==> src/rtl/execute_stage_pkg.sv <==
// rtl/execute_stage_pkg.sv - shared widths and ALU op encodings for the execute stage
package execute_stage_pkg;

    localparam int OP_WIDTH    = 4;
    localparam int SHAMT_WIDTH = 5;

    localparam logic [OP_WIDTH-1:0] ALU_ADD   = 4'd0;
    localparam logic [OP_WIDTH-1:0] ALU_SUB   = 4'd1;
    localparam logic [OP_WIDTH-1:0] ALU_SLL   = 4'd2;
    localparam logic [OP_WIDTH-1:0] ALU_SLT   = 4'd3;
    localparam logic [OP_WIDTH-1:0] ALU_SLTU  = 4'd4;
    localparam logic [OP_WIDTH-1:0] ALU_XOR   = 4'd5;
    localparam logic [OP_WIDTH-1:0] ALU_SRL   = 4'd6;
    localparam logic [OP_WIDTH-1:0] ALU_SRA   = 4'd7;
    localparam logic [OP_WIDTH-1:0] ALU_OR    = 4'd8;
    localparam logic [OP_WIDTH-1:0] ALU_AND   = 4'd9;
    localparam logic [OP_WIDTH-1:0] ALU_PASSB = 4'd10;
    localparam logic [OP_WIDTH-1:0] ALU_MUL   = 4'd11;
    localparam logic [OP_WIDTH-1:0] ALU_MULH  = 4'd12;
    localparam logic [OP_WIDTH-1:0] ALU_MULHU = 4'd13;

endpackage

==> src/rtl/execute_stage_alu_comb.sv <==
// rtl/execute_stage_alu_comb.sv - combinational ALU; multiply codes are legal only with EXE_MUL_EN
import execute_stage_pkg::*;

module execute_stage_alu_comb #(
    parameter int DATA_WIDTH = 32
) (
    input  logic [OP_WIDTH-1:0]   op_i,
    input  logic [DATA_WIDTH-1:0] a_i,
    input  logic [DATA_WIDTH-1:0] b_i,
    output logic [DATA_WIDTH-1:0] result_o,
    output logic                  illegal_o
);

    logic [SHAMT_WIDTH-1:0] shamt;

    assign shamt = b_i[SHAMT_WIDTH-1:0];

    always_comb begin
        result_o  = '0;
        illegal_o = 1'b0;
        case (op_i)
            ALU_ADD:   result_o = a_i + b_i;
            ALU_SUB:   result_o = a_i - b_i;
            ALU_SLL:   result_o = a_i << shamt;
            ALU_SLT:   result_o = {{(DATA_WIDTH-1){1'b0}}, ($signed(a_i) < $signed(b_i))};
            ALU_SLTU:  result_o = {{(DATA_WIDTH-1){1'b0}}, (a_i < b_i)};
            ALU_XOR:   result_o = a_i ^ b_i;
            ALU_SRL:   result_o = a_i >> shamt;
            ALU_SRA:   result_o = $signed(a_i) >>> shamt;
            ALU_OR:    result_o = a_i | b_i;
            ALU_AND:   result_o = a_i & b_i;
            ALU_PASSB: result_o = b_i;
            // The product itself lives in the top; here we only decide legality.
            ALU_MUL, ALU_MULH, ALU_MULHU: begin
`ifdef EXE_MUL_EN
                illegal_o = 1'b0;
`else
                illegal_o = 1'b1;
`endif
            end
            default:   illegal_o = 1'b1;
        endcase
    end

endmodule

==> src/rtl/execute_stage.sv <==
// rtl/execute_stage.sv - two-stage integer execute unit with flush; EXE_MUL_EN adds MUL/MULH/MULHU
import execute_stage_pkg::*;

module execute_stage #(
    parameter int DATA_WIDTH = 32
) (
    input  logic                  clk,
    input  logic                  reset,
    input  logic                  uop_valid_dec,
    input  logic [OP_WIDTH-1:0]   Alu_Op,
    input  logic [DATA_WIDTH-1:0] Operand_A,
    input  logic [DATA_WIDTH-1:0] Operand_B,
    input  logic                  flush,
    output logic [DATA_WIDTH-1:0] Execution_Result,
    output logic                  uop_valid_out,
    output logic                  Illegal_Op
);

    logic [DATA_WIDTH-1:0] alu_result;
    logic                  alu_illegal;
    logic                  accept;

    logic                  s1_valid_q;
    logic                  s1_illegal_q;
    logic [DATA_WIDTH-1:0] s1_result_q;

    logic [DATA_WIDTH-1:0] result_d;
    logic [DATA_WIDTH-1:0] result_q;
    logic                  valid_q;
    logic                  illegal_q;

    execute_stage_alu_comb #(.DATA_WIDTH(DATA_WIDTH)) u_alu (
        .op_i      (Alu_Op),
        .a_i       (Operand_A),
        .b_i       (Operand_B),
        .result_o  (alu_result),
        .illegal_o (alu_illegal)
    );

    assign accept = uop_valid_dec & ~flush;

`ifdef EXE_MUL_EN
    logic [2*DATA_WIDTH-1:0] ext_a;
    logic [2*DATA_WIDTH-1:0] ext_b;
    logic [2*DATA_WIDTH-1:0] prod_d;
    logic [2*DATA_WIDTH-1:0] s1_prod_q;
    logic [OP_WIDTH-1:0]     s1_op_q;

    // Sign- or zero-extending to double width lets one multiplier serve both signednesses.
    always_comb begin
        if (Alu_Op == ALU_MULHU) begin
            ext_a = {{DATA_WIDTH{1'b0}}, Operand_A};
            ext_b = {{DATA_WIDTH{1'b0}}, Operand_B};
        end else begin
            ext_a = {{DATA_WIDTH{Operand_A[DATA_WIDTH-1]}}, Operand_A};
            ext_b = {{DATA_WIDTH{Operand_B[DATA_WIDTH-1]}}, Operand_B};
        end
        prod_d = ext_a * ext_b;
    end

    always_comb begin
        case (s1_op_q)
            ALU_MUL:             result_d = s1_prod_q[DATA_WIDTH-1:0];
            ALU_MULH, ALU_MULHU: result_d = s1_prod_q[2*DATA_WIDTH-1:DATA_WIDTH];
            default:             result_d = s1_result_q;
        endcase
    end

    always_ff @(posedge clk or posedge reset) begin
        if (reset) begin
            s1_prod_q <= '0;
            s1_op_q   <= '0;
        end else if (accept) begin
            s1_prod_q <= prod_d;
            s1_op_q   <= Alu_Op;
        end
    end
`else
    assign result_d = s1_result_q;
`endif

    always_ff @(posedge clk or posedge reset) begin
        if (reset) begin
            s1_valid_q   <= 1'b0;
            s1_illegal_q <= 1'b0;
            s1_result_q  <= '0;
            valid_q      <= 1'b0;
            illegal_q    <= 1'b0;
            result_q     <= '0;
        end else begin
            s1_valid_q <= accept;
            if (accept) begin
                s1_result_q  <= alu_result;
                s1_illegal_q <= alu_illegal;
            end
            valid_q   <= s1_valid_q & ~flush;
            // Gate with valid so Illegal_Op never shows up on a bubble.
            illegal_q <= s1_valid_q & s1_illegal_q & ~flush;
            result_q  <= result_d;
        end
    end

    assign Execution_Result = result_q;
    assign uop_valid_out    = valid_q;
    assign Illegal_Op       = illegal_q;

endmodule
==> config.mk <==
export PLATFORM = sky130hd
export DESIGN_NAME = execute_stage
export DESIGN_NICKNAME = d
export VERILOG_FILES = /design/src/rtl/execute_stage_pkg.sv /design/src/rtl/execute_stage_alu_comb.sv /design/src/rtl/execute_stage.sv
export SDC_FILE = /design/constraint.sdc
export NUM_CORES = 1
export LEC_CHECK = 0
export ABC_AREA = 0
export CORE_ASPECT_RATIO = 0.75
export CORE_MARGIN = 2
export CORE_UTILIZATION = 55
export DETAILED_ROUTE_END_ITERATION = 10
export PLACE_DENSITY = 0.87
export RECOVER_POWER = 50
export SLEW_MARGIN = 20
export SYNTH_ARGS = -nofsm -noshare
export SYNTH_HDL_FRONTEND = slang
export SYNTH_SLANG_ARGS = --single-unit
export TNS_END_PERCENT = 100
==> constraint.sdc <==
create_clock -name clk -period 2 [get_ports clk]
set_input_delay 0.3 -clock clk [delete_from_list [all_inputs] [get_ports clk]]
set_output_delay 0.3 -clock clk [all_outputs]
set_load 0.02 [all_outputs]
==> results of run 1 <==
[cell families after synthesis]
logic type / Yosys count / synth area share (%)
DFF: 68 / 14.99
adders and majority gates: 102 / 11.37
and+or+nand+nor: 476 / 18.87
AOI/OAI and AO/OA: 560 / 33.05
buffers and inverters: 228 / 7.934
muxes: 93 / 12.56
xor gates and xnor gates: 16 / 1.234
[through the flow]
step,hold slack (ns),instances
2_1_floorplan,0.3535,1543
3_3_place_gp,0.3602,2270
3_5_place_dp,0.3643,2270
4_1_cts,0.3804,2369
[per-layer routing]
metal / GRT usage, % / overflow
met1: 86.75 / 22
met2: 104.5 / 372
met5: 60.22 / 5
met3: 84.71 / 47
met4: 97.08 / 206
[synthesized netlist by cell type, drive strengths merged (9+ instances only)]
master,number,area share (%)
a211oi,31,2.0
nor4,12,0.66
clkbuf,78,2.6
o21a,10,0.66
o221ai,14,1.1
a31oi,14,0.77
buf,45,1.9
a22oi,18,1.2
o21bai,10,0.66
a22o,15,1.2
inv,105,3.5
xnor2,15,1.2
nand2b,15,0.83
a221oi,14,1.1
and2,9,0.51
o22ai,22,1.2
nand2,141,4.7
ha,100,11
a21oi,153,6.7
o31ai,14,0.93
o21ai,110,4.9
o211ai,27,1.8
mux4,39,7.7
nor3,42,1.9
mux2i,48,4.2
nor2,172,5.7
nand3,28,1.2
dfrtp,68,15
a21o,19,1.3
nor2b,15,0.83
[repair_timing]
item	CTS
pin swaps	172
endpoints found under the setup margin	32
setup buffers	86
gates cloned	1
gates resized for setup	557
==> results.toml, run 1 <==
[run_status]
status = "stopped before the end"
last-stage-reached = "5_1_grt"
error_line = "[ERROR GRT-0116] Global routing finished with congestion. Check the congestion regions in the DRC Viewer."

[synth]
ys.flop_type = "dfrtp_1"
synth_nets = 1717
ys_seq_area_share_pct = 14.99
syn_inst = 1543
synth_cell_types = 81
synth_edf_count = 0
ys_seq_elements = 68
avgSynthCellArea_um2 = 7.359
yosysWarnings = 0
postSynth.asyncResetShare_pct = 100.0
syn_area_um2 = 11350

[grt]
grt_pass1_wl_mm = 152.1
grt_pass1_vias = 22500
grt_usage_pct = 91.76
overflow = 652
grt_max_degree = 94

[place]
place_ws_ns = -1.676
placed_area_um2 = 16050
dpl.hpwl_mm = 46.35
gp_congestion = 1.351
port_buffers = 105

[cts]
cts_buffers = 9
htreeDepth = 3
clock_path_buffers = 2
holdBufCountCts = 0
root_buffer = "clkbuf_16"
cts.sinks = 68

[floorplan]
num_rows = 45
die_h_um = 128.4
start_util_pct = 56.02
io_pins = 106
die_w_um = 169.9
==> inputs of run 2 (changes only) <==
Settings changed: CORE_ASPECT_RATIO 0.75 to default, CORE_UTILIZATION 55 to 40, PLACE_DENSITY 0.87 to default, PLACE_DENSITY_LB_ADDON from default to 0.15.
Clock period 2 ns to 2.6 ns, I/O delays scaled along.
==> results.toml, run 2 <==
[synth]
synth_nets = 1717
avgSynthCellArea_um2 = 7.359
synth_area_leader_cell = "dfrtp_1"
ys.flop_type = "dfrtp_1"
ys_seq_area_share_pct = 14.99
synthTopCellsByCount = "nor2_1, a21oi_1, nand2_1"
synth_area_leaders = "dfrtp_1, ha_1, mux4_2"
yosysWarnings = 0
syn_area_um2 = 11350
syn_inst = 1543
synth_edf_count = 0
postSynth.asyncResetShare_pct = 100.0
ys_seq_elements = 68
synth_cell_types = 81
synth_top_area_share_pct = 14.99
synth_most_common_cell = "nor2_1"

[grt]
antenna_found_initial = 2
grt_pass1_vias = 15460
gr-usage-met1_pct = 55.55
grt_pass1_wl_mm = 98.61
overflow = 0
grt_max_degree = 69
grt_usage_pct = 45.47
top_usage_layer = "met2"
grtUsageMet2_pct = 70.57
use_met3_pct = 9.270

[cts]
clk_pin_slew_worst_paths_ns = 0.06
cts_buffers = 9
root_buffer = "clkbuf_16"
cts.sinks = 68
clock_path_buffers = 2
cts_tree = "done"
htreeDepth = 3
holdBufCountCts = 0
insertion_delay_ns = 0.35

[setup_path]
criticalPathCategory = "in2reg"
startpoint_type = "input pin"
end_kind = "register"
path_common_cell = "buf_6"
crit_family = "compound AO/OA/AOI/OAI gates"
cp_max_fo = 3
cp_num_buf_inv = 4
crit_arrival_ns = 3.16
cp_slowest_cell = "or4b_1"
worst-r2r-cell-count = 6
max_stage_delay_ns = 0.53
cp.required_ns = 2.88
crit_cells = 14
path_cells = "buf_12, inv_8, ha_4, buf_6, a21oi_4, nand4b_1, a211o_1, a311oi_4, buf_6, o21a_1, nor2_1, o311a_1, or4b_1, nand3_1"

[cells_and_area]
final_util_pct = 71.39
fillers = 2156
syn_to_final_growth_pct = 75.15
final_common_cell = "buf_4"
layout_common_cells = "buf_4, nor2_1, nand2_1"
num-nets-final = 2394
drive_gt1_share_pct = 47.66
fin_cells = 2603

[drt]
wire_per_inst_um = 27.07
drc_errors = 0
wl_mm = 70.46
drt_first_pass_iters = 7
via_count = 16590
postRouteAntennaNets = 0
detail_route.vias_per_cell = 6.374
drt_iter0_drc = 2388

[timing]
grt_setup_unrepaired = "yes"
drv_slew = 69
max_freq_mhz = 347.4
tightest_slew_ns = 1.723
fin_skew_ns = 0.01009
setup_violations = 22
period_needed_ns = 2.879
relSlewSlack_pct = -14.87
hold_violations = 0
fin_ws_ns = -0.2788
fin_crit_sh_pct = 110.7

[place]
dp.cells = 2503
dpl.hpwl_mm = 53.30
place_ws_ns = -1.198
gp_congestion = 1.076
port_buffers = 105

[floorplan]
dieArea_um2 = 29750
die_h_um = 172.5
die_w_um = 172.5
io_pins = 106
start_util_pct = 40.76
coreArea_um2 = 27860
num_rows = 61

[run_status]
status = "finished with violations"
violations = "max-capacitance violations, max-slew violations, negative setup slack"

[hold_path]
worstHoldPathCells = 0
hold_class = "reg2reg"

[pwr]
power_density_nw_per_um2 = 360.9
p_leak_nw = 9.006
vdd_ir_drop_max_v = 0.0003201

[job]
max_cap_violations = 1
-- run 2: power breakdown --
group          leakage [nW]  switching, W  internal [W]
combinational          7.92       0.00233       0.00205
clock                 0.176      0.000521       0.00103
sequential            0.913     0.0000679       0.00117
-- run 2: layer usage --
metal  vias up  wire length [µm]
met4         2              6530
li1       7100                 -
met2      1322             30290
met3       335              7941
met1      7833             25680
met5         -                13
-- run 2: final timing paths --
path                              start              endpoint  slack [ns]
min                         result_d[6]   Execution_Result[6]        0.37
min reg2reg                 result_d[6]   Execution_Result[6]        0.37
min in group asynchronous         reset  Execution_Result[25]        1.09
max in group asynchronous         reset  Execution_Result[10]        0.48
max                        Operand_B[1]          result_d[17]       -0.28
max reg2reg                result_d[31]          result_d[31]        0.67
-- run 2: logic make-up (layout without fill, tap and decap cells) --
logic type / Yosys count / in the layout / synth area share, %
compound gates: 560 / 560 / 33.05
simple gates: 476 / 476 / 18.87
buf+inv: 228 / 909 / 7.934
fa+ha+maj: 102 / 102 / 11.37
mux: 93 / 93 / 12.56
flops: 68 / 68 / 14.99
xor+xnor: 16 / 16 / 1.234
other cells: 0 / 1 / 0
-- run 2: what timing repair did --
item                       in CTS  in global routing
cloned                          1                  0
pin swaps                     111                106
setup buffers                  60                 28
resized for setup             421                186
setup endpoints to repair      32                 30
-- run 2: layout make-up --
| class | count | area, µm² | share of cell area [%] |
|---|---|---|---|
| Clock buffer | 9 | 225.2 | 1.132 |
| Timing Repair Buffer | 789 | 6505 | 32.71 |
| Inverter | 105 | 440.4 | 2.215 |
| Sequential cell | 68 | 1702 | 8.556 |
| Multi-Input combinational cell | 1247 | 10400 | 52.31 |
| Clock inverter | 6 | 137.6 | 0.6920 |
| Tap cell | 378 | 473.0 | 2.378 |
| Antenna cell | 1 | 2.502 | 0.01258 |
-- run 2: through the flow --
stage                     hold slack (ns)  area, µm²  setup TNS, ns  power, W
after detailed placement           0.3609      17070         -28.73  0.004801
after global placement             0.3586      17070         -27.68  0.004773
after CTS                          0.3787      19010         -1.853  0.006737
after floorplan                    0.3535      11520         -6.745  0.002827
final                              0.3747      19890         -2.441  0.007179
after global routing               0.3835      19890         -3.710  0.007402
-- run 2: worst reg2reg max path: cells and delay by family (launching register included) --
family          cells  cell delay (ns)
compound gates      5             1.21
flops               1             0.44
buf+inv             1             0.16
Power figures use the tool's default switching activity.
==> inputs of run 3 (changes only) <==
Settings changed: CTS_CLUSTER_DIAMETER from default to 80.
==> results of run 3 <==
The final DEF is identical to that of run 2; final timing and power are the same.
